===== config.mk =====
export PLATFORM = sky130hd
export DESIGN_NAME = combo_lock_param
export DESIGN_NICKNAME = d
export VERILOG_FILES = /design/src/rtl/lock_pkg.sv /design/src/rtl/lock_btn_sampler.sv /design/src/rtl/combo_lock_param.sv
export SDC_FILE = /design/constraint.sdc
export NUM_CORES = 1
export LEC_CHECK = 0
export ABC_CLOCK_PERIOD_IN_PS = 6400
export CORE_MARGIN = 4
export CORE_UTILIZATION = 60
export DETAILED_ROUTE_END_ITERATION = 8
export PLACE_DENSITY = 0.82
export SYNTH_ARGS = -nofsm -noshare
export SYNTH_HDL_FRONTEND = slang
export SYNTH_SLANG_ARGS = --single-unit

===== constraint.sdc =====
create_clock -name clk -period 6.4 [get_ports clk]
set_input_delay 1.92 -clock clk [delete_from_list [all_inputs] [get_ports clk]]
set_output_delay 1.92 -clock clk [all_outputs]
set_load 0.05 [all_outputs]

===== src/rtl/lock_pkg.sv =====
// Shared encodings for the parametrised combination lock: state codes,
// status glyphs and the active-low hex-to-7-segment map (bit 6 = a ... bit 0 = g).
package lock_pkg;

  localparam logic [2:0] ST_ENTRY   = 3'd0;
  localparam logic [2:0] ST_OPEN    = 3'd1;
  localparam logic [2:0] ST_LOCKOUT = 3'd2;
  localparam logic [2:0] ST_PROGRAM = 3'd3;

  localparam logic [3:0] GLYPH_OPEN    = 4'hA;
  localparam logic [3:0] GLYPH_LOCKOUT = 4'hE;
  localparam logic [3:0] GLYPH_PROGRAM = 4'hB;

  function automatic logic [6:0] hex2seg(input logic [3:0] h);
    case (h)
      4'h0: hex2seg = 7'b0000001;
      4'h1: hex2seg = 7'b1001111;
      4'h2: hex2seg = 7'b0010010;
      4'h3: hex2seg = 7'b0000110;
      4'h4: hex2seg = 7'b1001100;
      4'h5: hex2seg = 7'b0100100;
      4'h6: hex2seg = 7'b0100000;
      4'h7: hex2seg = 7'b0001111;
      4'h8: hex2seg = 7'b0000000;
      4'h9: hex2seg = 7'b0000100;
      4'hA: hex2seg = 7'b0001000;
      4'hB: hex2seg = 7'b1100000;
      4'hC: hex2seg = 7'b0110001;
      4'hD: hex2seg = 7'b1000010;
      4'hE: hex2seg = 7'b0110000;
      default: hex2seg = 7'b0111000;
    endcase
  endfunction

endpackage


===== src/rtl/lock_btn_sampler.sv =====
// Prescaler, tick-rate button sampling and rising-edge press classification.
// Sampling only on tick filters bounce shorter than one tick period.
module lock_btn_sampler #(
  parameter int NBTN     = 4,
  parameter int TICK_DIV = 4,
  parameter int IDXW     = 2
) (
  input  logic            clk,
  input  logic            rst,
  input  logic [NBTN-1:0] i_btn,
  output logic            o_tick,
  output logic            o_press_valid,
  output logic            o_press_invalid,
  output logic [IDXW-1:0] o_digit
);

  localparam int DW = $clog2(TICK_DIV);

  logic [DW-1:0]   r_div;
  logic [NBTN-1:0] r_smp;
  logic [NBTN-1:0] w_new;
  logic [4:0]      w_nset;

  assign o_tick = (r_div == DW'(TICK_DIV - 1));
  assign w_new  = i_btn & ~r_smp;

  always_ff @(posedge clk or posedge rst) begin
    if (rst) begin
      r_div <= '0;
      r_smp <= '0;
    end else begin
      if (o_tick) begin
        r_div <= '0;
        r_smp <= i_btn;
      end else begin
        r_div <= r_div + 1'b1;
      end
    end
  end

  always_comb begin
    w_nset  = '0;
    o_digit = '0;
    for (int i = 0; i < NBTN; i++) begin
      if (w_new[i]) begin
        w_nset  = w_nset + 5'd1;
        o_digit = IDXW'(i);
      end
    end
    o_press_valid   = o_tick && (w_nset == 5'd1);
    o_press_invalid = o_tick && (w_nset > 5'd1);
  end

endmodule


===== src/rtl/combo_lock_param.sv =====
// N-button combination lock with lockout, auto-relock and registered status outputs.
// Optional code reprogramming is enabled by defining LOCK_PROGRAM_EN.
module combo_lock_param
  import lock_pkg::*;
#(
  parameter int NBTN          = 4,
  parameter int CODE_LEN      = 4,
  parameter logic [CODE_LEN*$clog2(NBTN)-1:0] DEFAULT_CODE = {2'd1, 2'd3, 2'd0, 2'd2},
  parameter int TICK_DIV      = 50000000,
  parameter int MAX_FAIL      = 3,
  parameter int LOCKOUT_TICKS = 30,
  parameter int OPEN_TICKS    = 20
) (
  input  logic            clk,
  input  logic            rst,
  input  logic [NBTN-1:0] btn,
  input  logic            prog,
  output logic            unlock,
  output logic            alarm,
  output logic [2:0]      state,
  output logic [6:0]      seg
);

  localparam int IDXW    = $clog2(NBTN);
  localparam int CW      = $clog2(CODE_LEN + 1);
  localparam int FW      = $clog2(MAX_FAIL + 1);
  localparam int TMAX    = (OPEN_TICKS > LOCKOUT_TICKS) ? OPEN_TICKS :
                           ((LOCKOUT_TICKS > 0) ? LOCKOUT_TICKS : 1);
  localparam int TW      = $clog2(TMAX + 1);
  localparam int LK_LAST = (LOCKOUT_TICKS > 0) ? LOCKOUT_TICKS - 1 : 0;
  localparam int OP_LAST = (OPEN_TICKS > 0) ? OPEN_TICKS - 1 : 0;

  logic                     w_tick, w_valid, w_invalid, w_press, w_bad;
  logic [IDXW-1:0]          w_digit, w_code_cur;
  logic [CODE_LEN*IDXW-1:0] w_code;

  logic [2:0]    r_state, w_state_nxt;
  logic [CW-1:0] r_cnt, w_cnt_nxt, w_cnt_inc;
  logic          r_mis, w_mis_nxt;
  logic [FW-1:0] r_fail, w_fail_nxt, w_fail_inc;
  logic [TW-1:0] r_timer, w_timer_nxt;
  logic          r_unlock, r_alarm, w_unlock_nxt, w_alarm_nxt;
  logic [6:0]    r_seg, w_seg_nxt;

  lock_btn_sampler #(
    .NBTN     (NBTN),
    .TICK_DIV (TICK_DIV),
    .IDXW     (IDXW)
  ) u_sampler (
    .clk             (clk),
    .rst             (rst),
    .i_btn           (btn),
    .o_tick          (w_tick),
    .o_press_valid   (w_valid),
    .o_press_invalid (w_invalid),
    .o_digit         (w_digit)
  );

`ifdef LOCK_PROGRAM_EN
  logic                     r_prog, w_prog_rise;
  logic [CODE_LEN*IDXW-1:0] r_code, w_code_nxt;
  logic [CODE_LEN*IDXW-1:0] r_shadow, w_shadow_nxt;

  assign w_code      = r_code;
  assign w_prog_rise = w_tick && prog && !r_prog;

  always_ff @(posedge clk or posedge rst) begin
    if (rst) begin
      r_prog   <= 1'b0;
      r_code   <= DEFAULT_CODE;
      r_shadow <= '0;
    end else begin
      if (w_tick) r_prog <= prog;
      r_code   <= w_code_nxt;
      r_shadow <= w_shadow_nxt;
    end
  end
`else
  logic w_unused_prog;
  assign w_unused_prog = prog;
  assign w_code        = DEFAULT_CODE;
`endif

  assign w_code_cur = w_code[int'(r_cnt)*IDXW +: IDXW];
  assign w_press    = w_valid || w_invalid;
  assign w_bad      = w_invalid || (w_digit != w_code_cur);
  assign w_cnt_inc  = r_cnt + 1'b1;
  assign w_fail_inc = r_fail + 1'b1;

  always_ff @(posedge clk or posedge rst) begin
    if (rst) begin
      r_state  <= ST_ENTRY;
      r_cnt    <= '0;
      r_mis    <= 1'b0;
      r_fail   <= '0;
      r_timer  <= '0;
      r_unlock <= 1'b0;
      r_alarm  <= 1'b0;
      r_seg    <= hex2seg(4'h0);
    end else begin
      r_state  <= w_state_nxt;
      r_cnt    <= w_cnt_nxt;
      r_mis    <= w_mis_nxt;
      r_fail   <= w_fail_nxt;
      r_timer  <= w_timer_nxt;
      r_unlock <= w_unlock_nxt;
      r_alarm  <= w_alarm_nxt;
      r_seg    <= w_seg_nxt;
    end
  end

  always_comb begin
    w_state_nxt = r_state;
    w_cnt_nxt   = r_cnt;
    w_mis_nxt   = r_mis;
    w_fail_nxt  = r_fail;
    w_timer_nxt = r_timer;
`ifdef LOCK_PROGRAM_EN
    w_code_nxt   = r_code;
    w_shadow_nxt = r_shadow;
`endif
    case (r_state)
      ST_ENTRY: begin
        // The whole code is always collected so an error position is never revealed.
        if (w_press) begin
          if (w_cnt_inc == CW'(CODE_LEN)) begin
            w_cnt_nxt = '0;
            w_mis_nxt = 1'b0;
            if (!(r_mis || w_bad)) begin
              w_state_nxt = ST_OPEN;
              w_fail_nxt  = '0;
              w_timer_nxt = '0;
            end else begin
              w_fail_nxt = w_fail_inc;
              if (w_fail_inc == FW'(MAX_FAIL)) begin
                w_state_nxt = ST_LOCKOUT;
                w_timer_nxt = '0;
              end
            end
          end else begin
            w_cnt_nxt = w_cnt_inc;
            w_mis_nxt = r_mis || w_bad;
          end
        end
      end
      ST_OPEN: begin
`ifdef LOCK_PROGRAM_EN
        if (w_prog_rise) begin
          w_state_nxt = ST_PROGRAM;
          w_cnt_nxt   = '0;
        end else
`endif
        if (w_press) begin
          w_state_nxt = ST_ENTRY;
        end else if (w_tick && (OPEN_TICKS != 0)) begin
          if (r_timer == TW'(OP_LAST)) w_state_nxt = ST_ENTRY;
          else                         w_timer_nxt = r_timer + 1'b1;
        end
      end
      ST_LOCKOUT: begin
        if (w_tick) begin
          if (r_timer == TW'(LK_LAST)) begin
            w_state_nxt = ST_ENTRY;
            w_fail_nxt  = '0;
            w_cnt_nxt   = '0;
            w_mis_nxt   = 1'b0;
          end else begin
            w_timer_nxt = r_timer + 1'b1;
          end
        end
      end
`ifdef LOCK_PROGRAM_EN
      ST_PROGRAM: begin
        if (w_invalid) begin
          w_state_nxt = ST_OPEN;
          w_cnt_nxt   = '0;
          w_timer_nxt = '0;
        end else if (w_valid) begin
          w_shadow_nxt[int'(r_cnt)*IDXW +: IDXW] = w_digit;
          if (w_cnt_inc == CW'(CODE_LEN)) begin
            w_code_nxt  = w_shadow_nxt;
            w_state_nxt = ST_OPEN;
            w_cnt_nxt   = '0;
            w_timer_nxt = '0;
          end else begin
            w_cnt_nxt = w_cnt_inc;
          end
        end
      end
`endif
      default: w_state_nxt = ST_ENTRY;
    endcase
  end

  // Outputs are decoded from the next state so they register alongside it.
  always_comb begin
    w_unlock_nxt = (w_state_nxt == ST_OPEN) || (w_state_nxt == ST_PROGRAM);
    w_alarm_nxt  = (w_state_nxt == ST_LOCKOUT);
    case (w_state_nxt)
      ST_OPEN:    w_seg_nxt = hex2seg(GLYPH_OPEN);
      ST_LOCKOUT: w_seg_nxt = hex2seg(GLYPH_LOCKOUT);
      ST_PROGRAM: w_seg_nxt = hex2seg(GLYPH_PROGRAM);
      default:    w_seg_nxt = hex2seg(4'(w_cnt_nxt));
    endcase
  end

  assign unlock = r_unlock;
  assign alarm  = r_alarm;
  assign state  = r_state;
  assign seg    = r_seg;

endmodule


==> Word level (Yosys, flattened, before mapping) <==
Memory sizes are Yosys's and may differ from the RTL's.
Index checks and enable logic that the tools add are counted.
{ "classes": {"mul": 0, "muxes": 45, "addsub": 7, "eq_ne": 21, "magnitude_cmp": 1, "reduce_logical": 12, "div_mod_pow": 0, "n_bitwise": 2, "shifts": 1} }
{ "ops": {"columns": ["cell", "n"], "rows": [
  ["$mux W5", 12],
  ["$mux W3", 13],
  ["$add A26 B1 Y26 const B", 1],
  ["$eq A26 B26 Y1 const B", 1],
  ["$mux W26", 1],
  ["$pmux W7 S3", 1],
  ["$add A5 B1 Y5 const B", 3],
  ["$pmux W5 S3", 1],
  ["$mux W2", 7],
  ["$ne A2 B2 Y1 const B", 6],
  ["$eq A5 B5 Y1 const B", 2],
  ["$eq A3 B2 Y1 const B", 3],
  ["$pmux W3 S3", 1],
  ["$reduce_and A9 Y1", 1],
  ["$shiftx A8 B5 Y2 const A", 1],
  ["$eq A3 B1 Y1 const B", 2],
  ["$mux W1", 6],
  ["$pmux W3 S2", 1],
  ["$eq A5 B1 Y1 const B", 1],
  ["$gt A5 B1 Y1 const B", 1],
  ["$reduce_and A5 Y1", 1],
  ["$and A4 B4 Y4", 1],
  ["$logic_or A1 B1 Y1", 4],
  ["$ne A2 B1 Y1 const B", 2],
  ["15 further kinds", 16]
]} }
{ "word_totals": {"n_memories": 1, "rom_bits": 56, "reg_bits": 53, "mem_bits_rw": 0, "inputBits": 7, "output_inout_bits": 12, "latch_bits": 0, "word_cells": 100} }
{ "mem_list": {"columns": ["memory", "words", "word_bits", "read_ports", "rd_ports_with_merged_regs", "write_ports", "line", "text"], "rows": [
  ["(name not given)", 8, 7, 1, 0, 0, "lock_pkg.sv:15", "case (h)"]
]} }

==> Longest topological paths before layout <==
{ "logic_depth": {"word_depth": 19, "depth_mapped": 13, "depth_no_buf": 12} }

==> Hierarchy <==
Synthesis repeated with hierarchy kept, for this count alone.
{ "hier_totals": {"cells_unflattened": 298, "area_unflattened_um2": 3001.6} }
{ "by_module_without_submodules": {"columns": ["module", "n_inst", "cells_per_inst", "seq_area_each_um2", "area_each_um2"], "rows": [
  ["lock_btn_sampler", 1, 163, 750.7, 1611.5],
  ["combo_lock_param", 1, 135, 576.8, 1390.1]
]} }

==> Worst setup path after synthesis <==
No wires, ideal clock.
{ "synth_path": {"path_kind": "input-to-reg", "start": "in btn[0]", "end": "reg r_seg[2], in the netlist seg[2]", "t_required_ns": 6.289, "arrival_ns": 4.483, "path_slack_ns": 1.806, "cell_stages": 11, "n_path_buf": 1, "setup_ns": 0.111, "path_cell_list": "nor2b_1 xnor3_1 ha_1 nor3b_1 a32oi_1 and3_1 buf_4 o21ai_0 inv_1 ha_1 a2111oi_2"} }
{ "synth_via": {"elab_cells_between_ends": 27, "cone_classes": "add/sub: 3; order compare: 1; eq/ne: 4; mux: 12; bitwise: 1; reduce/logical: 5; memory: 1"} }
{ "synth_rtl": {"columns": ["item", "line", "text"], "rows": [
  ["start, declared", "combo_lock_param.sv:16", "input logic [NBTN-1:0] btn,"],
  ["$and A4 B4 Y4 *", "lock_btn_sampler.sv:25", "assign w_new = i_btn & ~r_smp;"],
  ["$mux W1 *", "lock_btn_sampler.sv:45", "if (w_new[i]) begin"],
  ["$add A1 B1 Y2", "lock_btn_sampler.sv:46", "w_nset = w_nset + 5'd1;"],
  ["$mux W5 *", "lock_btn_sampler.sv:45", null],
  ["$add A5 B1 Y5", "lock_btn_sampler.sv:46", null],
  ["$mux W5 *", "lock_btn_sampler.sv:45", null],
  ["$add A5 B1 Y5", "lock_btn_sampler.sv:46", null],
  ["$mux W5 *", "lock_btn_sampler.sv:45", null],
  ["$gt A5 B1 Y1 / $eq A5 B1 Y1 (equally long branches)", "lock_btn_sampler.sv:51, lock_btn_sampler.sv:50", null],
  ["$logic_and A1 B1 Y1 (on tied branches)", "lock_btn_sampler.sv:51, lock_btn_sampler.sv:50", null],
  ["$logic_or A1 B1 Y1 *", "combo_lock_param.sv:85", "assign w_press = w_valid || w_invalid;"],
  ["$mux W3 *", "combo_lock_param.sv:125", "if (w_press) begin"],
  ["$pmux W3 S2 *", "combo_lock_param.sv:122", "case (r_state)"],
  ["net w_cnt_nxt[0]", "combo_lock_param.sv:38", "logic [CW-1:0] r_cnt, w_cnt_nxt, w_cnt_inc;"],
  ["$mem_v2 Z8 W7 *", null, null],
  ["$pmux W7 S3 *", "combo_lock_param.sv:199", "case (w_state_nxt)"],
  ["net w_seg_nxt[2]", "combo_lock_param.sv:43", "logic [6:0] r_seg, w_seg_nxt;"],
  ["end signal, assigned", "combo_lock_param.sv:99", "r_seg <= hex2seg(4'h0);"],
  ["end signal, assigned", "combo_lock_param.sv:108", "r_seg <= w_seg_nxt;"],
  ["end, declared", "combo_lock_param.sv:43", null]
]} }
Mark *: on every way through the listed nets, which the timed path passes. The rest lies on a longest branch.
A chain may end at the register's enable or synchronous reset.

==> Worst setup path in the final report <==
{ "layout_path": {"start": "in btn[2]", "end": "reg r_seg[1], in the netlist seg[1]"} }
{ "layout_via": {"elab_cells_between_ends": 26, "cone_classes": "add/sub: 1; order compare: 1; eq/ne: 5; mux: 12; bitwise: 1; reduce/logical: 5; memory: 1"} }
{ "layout_rtl": {"columns": ["item", "line"], "rows": [
  ["$and A4 B4 Y4 *", "lock_btn_sampler.sv:25"],
  ["$mux W5 *", "lock_btn_sampler.sv:45"],
  ["$add A5 B1 Y5", "lock_btn_sampler.sv:46"],
  ["$mux W5 *", "lock_btn_sampler.sv:45"],
  ["$gt A5 B1 Y1 / $eq A5 B1 Y1 (equally long branches)", "lock_btn_sampler.sv:51, lock_btn_sampler.sv:50"],
  ["$logic_and A1 B1 Y1 (on tied branches)", "lock_btn_sampler.sv:51, lock_btn_sampler.sv:50"],
  ["$logic_or A1 B1 Y1 *", "combo_lock_param.sv:85"],
  ["$mux W3 *", "combo_lock_param.sv:125"],
  ["$pmux W3 S2 *", "combo_lock_param.sv:122"],
  ["net w_cnt_nxt[0]", "combo_lock_param.sv:38"],
  ["$mem_v2 Z8 W7 *", null],
  ["$pmux W7 S3 *", "combo_lock_param.sv:199"],
  ["net w_seg_nxt[1]", "combo_lock_param.sv:43"]
]} }
Marks and branches as above.

==> flow_metrics.py <==
metrics = {
    "drt": {
        "drt_drc_violations_left": 0,
        "drt-initial-drc-count": 141,
        "routedWlPerCell_um": 15.3,
        "vias": 2111,
        "wirelength_mm": 5.42,
        "drtAntennaViolNets": 0,
        "firstDrtPassIters": 4,
        "vias_per_cell": 5.96,
    },
    "clock_tree": {
        "postCtsSetupBuffers": 0,
        "root_buffer": "clkbuf_8",
        "cts_tree": "yes",
        "postCtsHoldBufs": 0,
        "path_clk_slew_ns": 0.09,
        "cts_buffer_depth": 2,
        "cts.sinks": 53,
        "insertion_delay_ns": 0.32,
        "htreeDepth": 2,
        "cts_resized": 0,
        "cts_buffers": 5,
    },
    "global_routing": {
        "grt_use_total_pct": 19.8,
        "grt_pass1_vias": 2089,
        "grt_start_max_net_pins": 54,
        "grt_overflow_total": 0,
        "antenna_found_initial": 0,
        "grt_pass1_wl_mm": 9.63,
    },
    "power_and_ir_drop": {
        "swShare_pct": 19.9,
        "intPower_w": 0.000495,
        "power_frac_clock_pct": 43.4,
        "switching_power_w": 0.000123,
        "peakVddDrop_uv": 164,
        "p_per_area_nw_per_um2": 191,
        "seq_power_share_pct": 54.3,
        "cellLeakagePower_nw": 1.48,
        "total_power_w": 0.000618,
        "p_comb_share_pct": 2.3,
    },
    "timing": {
        "max_freq_mhz": 192,
        "fin_skew_ns": 0.0138,
        "setup_viol": 0,
        "grt_setup_unrepaired": "no",
        "post-route-period-util_pct": 81.6,
        "max_slew_margin_pct": 28.9,
        "min_period_ns": 5.22,
        "setup_tns_ns": 0,
        "drv_slew": 0,
        "finalHoldViolCount": 0,
        "whs_ns": 0.478,
        "worstMarginPinSlew_ns": 1.06,
    },
    "setup_path": {
        "crit_type": "in2reg",
        "rr_endpoint": "seg[1]",
        "reg2reg_depth": 10,
        "startpoint_type": "primary input",
        "critPathRequiredTime_ns": 6.61,
        "cp.arrival_ns": 5.43,
        "critPathCaptureType": "flip-flop",
        "r2r_start": "u_sampler.r_smp[2]",
        "ff2ff_setup_slack_ns": 2.91,
        "cp_max_fo": 5,
    },
    "synth": {
        "synth_area_sq_um": 2890,
        "ys_seq_area_share_pct": 46.0,
        "synth_area_per_cell_sq_um": 10.2,
        "ys_warn_count": 0,
        "syn-num-nets": 304,
        "ys_ff_latch": 53,
        "synthArstFlopShare_pct": 100,
        "synthCells": 283,
        "synth.distinct_cells": 56,
        "ys.flop_type": "dfrtp_1",
        "synth_edf_count": 0,
    },
    "finish": {
        "final_area_sq_um": 3230,
        "antenna_cells": 0,
        "fill_cells": 322,
        "syn2layout_area_growth_pct": 11.9,
        "final_core_util_pct": 71.7,
        "drive_above_1_share_pct": 9.27,
        "final_nets": 322,
    },
    "floorplan": {
        "die_w_um": 77.3,
        "pin_count": 19,
        "die_y_um": 77.3,
        "design.die.area_sq_um": 5980,
        "core_sq_um": 4500,
        "initial_core_util_pct": 64.1,
        "rows": 24,
    },
    "min_path": {
        "worstHoldStart": "u_sampler.r_smp[2]",
        "holdPathEnd": "u_sampler.r_smp[2]",
        "whs_path_depth": 2,
        "hp-class": "reg2reg",
    },
    "placement": {
        "hpwlAfterDp_mm": 3.74,
        "gp_congestion": 0.834,
        "io_buffers": 17,
        "postPlaceCellArea_sq_um": 3100,
    },
    "run": {
        "max-cap-violations": 0,
    },
    "status": {
        "outcome": "complete, no violations",
    },
}
-- worst max-delay path by stage --
| stage | from | endpoint | slack [ns] |
|---|---|---|---|
| 6_report | btn[2] | seg[1] | 1.18 |
| 5_1_grt | btn[0] | seg[1] | 0.83 |
| 4_1_cts | btn[2] | seg[1] | 1.21 |
| 3_5_place_dp | btn[2] | seg[1] | 0.91 |
| 3_3_place_gp | btn[2] | seg[1] | 0.99 |
| 2_1_floorplan | btn[0] | seg[2] | 1.81 |
-- sequential cells by signal (all words and copies together) (netlist names) --
name,cells
u_sampler.r_div,26
state,3
r_mis,1
u_sampler.r_smp,4
seg,7
r_cnt,3
unlock,1
alarm,1
r_timer,5
r_fail,2
-- cell usage after synthesis, drive strengths merged, types with 2 or more instances --
master / number / area, sq um
nor3: 10 / 50.1
nor2b: 8 / 50.1
nor2: 28 / 105
inv: 17 / 63.8
and4bb: 2 / 25.0
nand3: 12 / 65.1
o21bai: 2 / 15.0
and3: 5 / 31.3
a2111oi: 2 / 30.0
o31ai: 4 / 30.0
a31o: 2 / 17.5
nand2b: 5 / 31.3
dfrtp: 52 / 1300
and4: 5 / 43.8
mux2i: 4 / 40.0
buf: 5 / 33.8
a21oi: 7 / 35.0
nand2: 22 / 85.1
nor4: 4 / 31.3
ha: 14 / 175
o41ai: 4 / 42.6
nand4: 6 / 37.5
a21o: 3 / 22.5
mux2: 4 / 45.0
xor2: 13 / 114
clkbuf: 2 / 7.51
xnor2: 11 / 96.3
o21ai: 11 / 55.1
-- logic make-up after synthesis --
logic type,count (synthesis),synth area share (%)
compound gates,41,10.9
simple gates,116,21.9
xor+xnor,25,8.07
flops,53,46.0
mux,8,2.95
buf+inv,24,3.64
other cells,1,0.130
fa+ha+maj,15,6.42
-- layer usage --
layer | vias up | wire length (um) | track usage, %
li1 | 1031 | - | -
met1 | 1030 | 2610 | 27.5
met2 | 42 | 2540 | 30.9
met3 | 8 | 200 | 3.94
met4 | 0 | 65 | 7.47
met5 | - | 0 | 0
-- cells in the final DEF (no fill, tap or decap), types with 2 or more instances in the layout --
cell type        netlist  final
xnor2_1               11     11
inv_2                  1      2
nand2_1               21     21
xor2_1                13     13
clkdlybuf4s50_1        0     17
mux2i_1                4      4
clkbuf_8               0      5
nand3_1               11     11
bufinv_16              0      2
dfrtp_1               52     52
a2111oi_2              2      2
inv_1                 16     15
a31o_2                 2      2
o21bai_1               2      2
and4bb_1               2      2
o21ai_1                2      2
nor2_1                28     28
and4_1                 5      5
a21o_1                 3      3
nor3_1                10     10
nor2b_1                8      8
o41ai_1                3      3
nor4_1                 3      3
and3_1                 5      5
nand4_1                6      6
mux2_2                 3      3
ha_1                  14     14
nand2b_1               5      5
o21ai_0                9      9
a21oi_1                7      7
o31ai_1                4      4
-- critical path, cell delays in order --
cell and delay (ns):
clkdlybuf4s50_1 0.48, nor2b_1 0.35, xnor3_1 0.33, ha_1 0.30, nor3b_1 0.31, a32oi_1 0.20
and3_1 0.32, o21ai_0 0.52, inv_1 0.14, ha_1 0.26, a2111oi_2 0.29
-- final cells by class --
cell class | instances | area, sq um | share of cell area [%]
tap | 52 | 65.1 | 2.01
multi-input combinational | 206 | 1460 | 45.3
timing repair buffer | 18 | 178 | 5.50
clock buffer | 5 | 68.8 | 2.13
inverter | 17 | 63.8 | 1.98
clock inverter | 3 | 65.1 | 2.01
sequential | 53 | 1330 | 41.1
-- power groups by stage --
| stage | clock [W] | combinational (W) | sequential [W] |
|---|---|---|---|
| after floorplan | 0 | 0.00000687 | 0.000343 |
| after global placement | 0 | 0.0000144 | 0.000342 |
| after detailed placement | 0 | 0.0000145 | 0.000342 |
| after CTS | 0.000273 | 0.0000146 | 0.000335 |
| after global routing | 0.000289 | 0.0000159 | 0.000336 |
| final | 0.000268 | 0.0000140 | 0.000335 |
-- per-stage QoR --
| step | setup WS (ns) | instances |
|---|---|---|
| final | 1.18 | 354 |
| after global routing | 0.828 | 354 |
| after CTS | 1.21 | 354 |
| after detailed placement | 0.908 | 346 |
| after global placement | 0.993 | 346 |
| after floorplan | 1.81 | 283 |
Power figures use the tool's default switching activity.
